## config.mk

```make
export PLATFORM = sky130hd
export DESIGN_NAME = ssd_scan_ctrl
export DESIGN_NICKNAME = d
export VERILOG_FILES = /design/src/rtl/ssd_scan_ctrl.sv
export SDC_FILE = /design/constraint.sdc
export NUM_CORES = 1
export LEC_CHECK = 0
export CELL_PAD_IN_SITES_DETAIL_PLACEMENT = 0
export CELL_PAD_IN_SITES_GLOBAL_PLACEMENT = 1
export CORE_MARGIN = 2
export CORE_UTILIZATION = 42
export DETAILED_ROUTE_END_ITERATION = 16
export PLACE_DENSITY = 0.83
export RECOVER_POWER = 100
export SLEW_MARGIN = 20
export SYNTH_ARGS = -nofsm -noshare
export SYNTH_HDL_FRONTEND = slang
export SYNTH_SLANG_ARGS = --single-unit
```

## constraint.sdc

```tcl
create_clock -name HCLK -period 3.58 [get_ports HCLK]
set_clock_uncertainty 0.1 [all_clocks]
set_input_delay 0.537 -clock HCLK [delete_from_list [all_inputs] [get_ports HCLK]]
set_output_delay 0.537 -clock HCLK [all_outputs]
set_load 0.01 [all_outputs]
```

## src/rtl/ssd_scan_ctrl.sv

```systemverilog
// Scan controller for the stereo disparity engine: walks (row, col, disp) across one
// frame with a VSYNC start-up window and an idle gap ahead of every row.
module ssd_scan_ctrl #(
  parameter int WIDTH          = 768,
  parameter int HEIGHT         = 512,
  parameter int MAX_DISP       = 16,
  parameter int START_UP_DELAY = 100,
  parameter int HSYNC_DELAY    = 160,
  localparam int ROW_W  = (HEIGHT   > 1) ? $clog2(HEIGHT)   : 1,
  localparam int COL_W  = (WIDTH    > 1) ? $clog2(WIDTH)    : 1,
  localparam int DISP_W = (MAX_DISP > 1) ? $clog2(MAX_DISP) : 1
) (
  input  logic              HCLK,
  input  logic              HRESET,
  input  logic              start,
  input  logic              stall,
  output logic              VSYNC,
  output logic              HSYNC,
  output logic [ROW_W-1:0]  row,
  output logic [COL_W-1:0]  col,
  output logic [DISP_W-1:0] disp,
  output logic              pix_valid,
  output logic              disp_first,
  output logic              disp_last,
  output logic              busy,
  output logic              ctrl_done
);

  localparam int DLY_MAX = (START_UP_DELAY > HSYNC_DELAY) ? START_UP_DELAY : HSYNC_DELAY;
  localparam int DLY_W   = (DLY_MAX > 1) ? $clog2(DLY_MAX + 1) : 1;

  localparam logic [ROW_W-1:0]  ROW_LAST  = ROW_W'(HEIGHT - 1);
  localparam logic [COL_W-1:0]  COL_LAST  = COL_W'(WIDTH - 1);
  localparam logic [DISP_W-1:0] DISP_LAST = DISP_W'(MAX_DISP - 1);
  // Counter runs down to zero, so a window of N cycles loads N-1 (delays assumed >= 1).
  localparam logic [DLY_W-1:0]  VS_LOAD   = DLY_W'(START_UP_DELAY - 1);
  localparam logic [DLY_W-1:0]  HG_LOAD   = DLY_W'(HSYNC_DELAY - 1);

  typedef enum logic [2:0] {S_IDLE, S_VSYNC, S_HGAP, S_DATA, S_DONE} state_t;

  state_t           state, state_nxt;
  logic [DLY_W-1:0] dly_cnt;
  logic             dly_zero, disp_end, col_end, row_end, advance;

  assign dly_zero = (dly_cnt == '0);
  assign disp_end = (disp == DISP_LAST);
  assign col_end  = (col  == COL_LAST);
  assign row_end  = (row  == ROW_LAST);
  assign advance  = (state == S_DATA) && !stall;

  always_comb begin
    state_nxt = state;
    case (state)
      S_IDLE:  if (start)    state_nxt = S_VSYNC;
      S_VSYNC: if (dly_zero) state_nxt = S_HGAP;
      S_HGAP:  if (dly_zero) state_nxt = S_DATA;
      S_DATA:  if (advance && disp_end && col_end)
                 state_nxt = row_end ? S_DONE : S_HGAP;
      S_DONE:  state_nxt = S_IDLE;
      default: state_nxt = S_IDLE;
    endcase
  end

  always_ff @(posedge HCLK or posedge HRESET) begin
    if (HRESET) begin
      state   <= S_IDLE;
      dly_cnt <= '0;
      row     <= '0;
      col     <= '0;
      disp    <= '0;
    end else begin
      state <= state_nxt;
      if (state_nxt != state) begin
        case (state_nxt)
          S_VSYNC: dly_cnt <= VS_LOAD;
          S_HGAP:  dly_cnt <= HG_LOAD;
          default: dly_cnt <= '0;
        endcase
      end else if (!dly_zero) begin
        dly_cnt <= dly_cnt - 1'b1;
      end
      // Last tuple of the frame wraps all three indices, so DONE/IDLE see zeros.
      if (advance) begin
        if (disp_end) begin
          disp <= '0;
          if (col_end) begin
            col <= '0;
            row <= row_end ? '0 : row + 1'b1;
          end else begin
            col <= col + 1'b1;
          end
        end else begin
          disp <= disp + 1'b1;
        end
      end
    end
  end

  assign VSYNC      = (state == S_VSYNC);
  assign pix_valid  = advance;
  assign HSYNC      = advance;
  assign disp_first = advance && (disp == '0);
  assign disp_last  = advance && disp_end;
  assign busy       = (state != S_IDLE);
  assign ctrl_done  = (state == S_DONE);

endmodule

```

==> flow_summary_export.csv, run 1 <==
group,metric,value,unit
clock_network,numCtsBuffers,5,
final_layout,diodes,0,
hold_path,min_to,"col[6]",
critical_path,cp-end-kind,"output pin",
clock_network,cts_sinks,34,
critical_path,critical_path_class,"in -> out",
placement,portBuffers,33,
final_layout,fin_area,2320,µm²
critical_path,reg2reg_from,"row[0]",
critical_path,crit_path_cell_trace,"clkdlybuf4s50_1 > nand4bb_1 > inv_1 > nand2_1 > inv_1 > clkdlybuf4s50_1",
clock_network,htreeDepth,2,
clock_network,cts-root-buf,"clkbuf_8",
sta,setup_tns,0,ns
detailed_routing,vias_per_cell,5.46,
logic_synthesis,syn-num-nets,211,
final_layout,finish.utilization,0.536,
critical_path,rr_worst_depth,8,
final_layout,area_delta_synth_final,23.8,%
sta,grt_setup_unrepaired,"no",
final_layout,fin_nets,249,
logic_synthesis,netlist_area,1870,µm²
grt,grt_start_max_net_pins,20,
detailed_routing,ant_nets,0,
sta,fin_crit_sh,0.895,
final_layout,final_common_cell,"dfrtp_1",
die,rows,24,
detailed_routing,drtPass1Iterations,5,
detailed_routing,wl_per_cell,14.2,µm
hold_path,min_from,"col[6]",
critical_path,arrival,2.57,ns
power,p_per_area,481,nW/µm²
clock_network,postCtsHoldBufs,0,
logic_synthesis,synth_warnings,0,
clock_network,clockBufferDepth,2,
placement,dpl.hpwl,2980,µm
logic_synthesis,ys_seq_elements,34,
detailed_routing,wirelength,4140,µm
critical_path,cp_top_family,"buffers and inverters",
die,ios,34,
critical_path,crit_path_start_kind,"primary input",
placement,dpl_cell_area,2270,µm²
sta,timing.fmax,312,MHz
final_layout,mostFrequentLayoutCells,"dfrtp_1 (34), nand2_1 (30), dlygate4sd3_1 (30)",
detailed_routing,drt_iter0_drc,133,
logic_synthesis,ys_seq_area_frac,0.454,
grt,track_usage,0.181,
hold_path,min_path_type,"reg -> reg",
clock_network,cts_resized,0,
logic_synthesis,synth_edf_count,0,
die,die_x,70.8,µm
final_layout,final_cells,292,
grt,grt_pass1_wl,7180,µm
hold_path,hold_depth,1,
clock_network,clk_pin_slew,0.06,ns
die,die_h,70.8,µm
power,peakVddDrop,0.254,mV
sta,relSlewSlack,0.318,
clock_network,clock_latency,0.28,ns
sta,worst_slew_pin_slew,1.01,ns
detailed_routing,via_count,1595,
critical_path,rrSetupSlack,0.58,ns
die,core_area,4320,µm²
critical_path,rr_endpoint,"dly_cnt[7]",
grt,gr-total-overflow,0,
sta,setup_viol,0,
logic_synthesis,ys.flop_type,"dfrtp_1",
grt,first_global_vias,1529,
critical_path,crit_path_max_fanout,9,
placement,dp.cells,284,
sta,period_needed,3.20,ns
critical_path,crit_buf_inv,4,
clock_network,cts_tree,"yes",
sta,timing.hold.ws,0.411,ns
sta,slew_violations,0,
die,die_area,5010,µm²
run,maxCapViolCount,0,
logic_synthesis,async_flop_share,1.00,
die,start_util,0.433,
logic_synthesis,synthCells,201,
placement,place_congestion,0.769,
final_layout,drive_gt1_frac,0.0583,
critical_path,slowest_delay,0.58,ns
power,p_leak,0.00115,µW
sta,final-hold-violation-count,0,
grt,antenna_found_initial,0,
logic_synthesis,yosys.cell_types.count,47,
logic_synthesis,postSynthAreaPerCell,9.32,µm²
critical_path,cp_slowest_cell,"clkdlybuf4s50_1",
critical_path,cp.required,2.94,ns
clock_network,post_cts_buffers,0,
outcome,status,"completed",
detailed_routing,drc,0,
kinds of logic after synthesis:
group	share of synthesized area
compound gates	0.160
xor+xnor	0.0421
flops	0.454
simple gates	0.250
fa+ha+maj	0.0401
mux	0.0120
buf+inv	0.0421
how the worst max path moves through the flow:
stage | slack [ns] | from | depth (start not counted) | end
6_report | 0.38 | stall | 6 | disp_last
5_1_grt | 0.26 | stall | 6 | disp_last
4_1_cts | 0.50 | stall | 6 | disp_last
3_5_place_dp | 0.50 | stall | 6 | disp_last
3_3_place_gp | 0.57 | stall | 6 | disp_last
2_1_floorplan | 1.16 | dly_cnt[0] | 8 | dly_cnt[0]
worst register-to-register path, cell delays in order, from the launching register on:
cell,delay (ns)
dfrtp_1,0.41
ha_1,0.23
and3_1,0.21
and3_1,0.21
and3_1,0.19
ha_1,0.19
nor4b_1,0.88
o21ai_0,0.35
nand2_1,0.15
state kept, by name, indices dropped and copies added (netlist names):
name / flops
dly_cnt: 8
state: 3
row: 9
disp: 4
col: 10
cells in the mapped netlist (2+ instances only):
library cell / number / area (µm²)
o21ai_0: 21 / 105
a21oi_1: 6 / 30.0
nand4_1: 4 / 25.0
nor3_1: 3 / 15.0
and3_1: 9 / 56.3
buf_4: 2 / 15.0
xor2_1: 5 / 43.8
a31oi_1: 7 / 43.8
nand2b_1: 2 / 12.5
nand3_1: 5 / 25.0
ha_1: 6 / 75.1
nor2_1: 11 / 41.3
or3_1: 2 / 12.5
dfrtp_1: 34 / 851
xnor2_1: 4 / 35.0
o41ai_1: 3 / 26.3
inv_1: 9 / 33.8
inv_2: 2 / 7.51
or4b_1: 2 / 20.0
o21ai_1: 3 / 15.0
nand2_1: 30 / 113
clkbuf_1: 2 / 7.51
o31ai_1: 3 / 22.5
buf_2: 3 / 15.0
through the flow:
stage	power, µW	setup slack [ns]
floorplan	732	1.16
global placement	851	0.573
detailed placement	853	0.505
CTS	1150	0.503
global route	1200	0.256
finish	1120	0.377
per-layer routing:
layer	vias to the layer above	track usage	wire, µm
met1	761	0.253	2030
met3	5	0.0413	127
met2	31	0.276	1920
li1	798	-	-
met5	-	0	0
met4	0	0.0650	54
where the power goes:
group	total (µW)	switching [µW]	internal [µW]
combinational	281	135	145
clock	287	132	155
sequential	548	91.8	456
area by class of cell:
cell class,count,area [µm²]
Sequential cell,34,851
Tap cell,52,65.1
Fill cell,415,2000
Inverter,11,41.3
Timing Repair Buffer,38,353
Multi-Input combinational cell,149,918
Clock buffer,7,86.3
Clock inverter,1,5.00
(Power assumes the default switching activity.)
==> run 2, diff against run 1 <==
HOLD_SLACK_MARGIN = 0.02   (was unset)
==> results of run 2 <==
Final layout, timing and power as in run 1 (identical DEF).
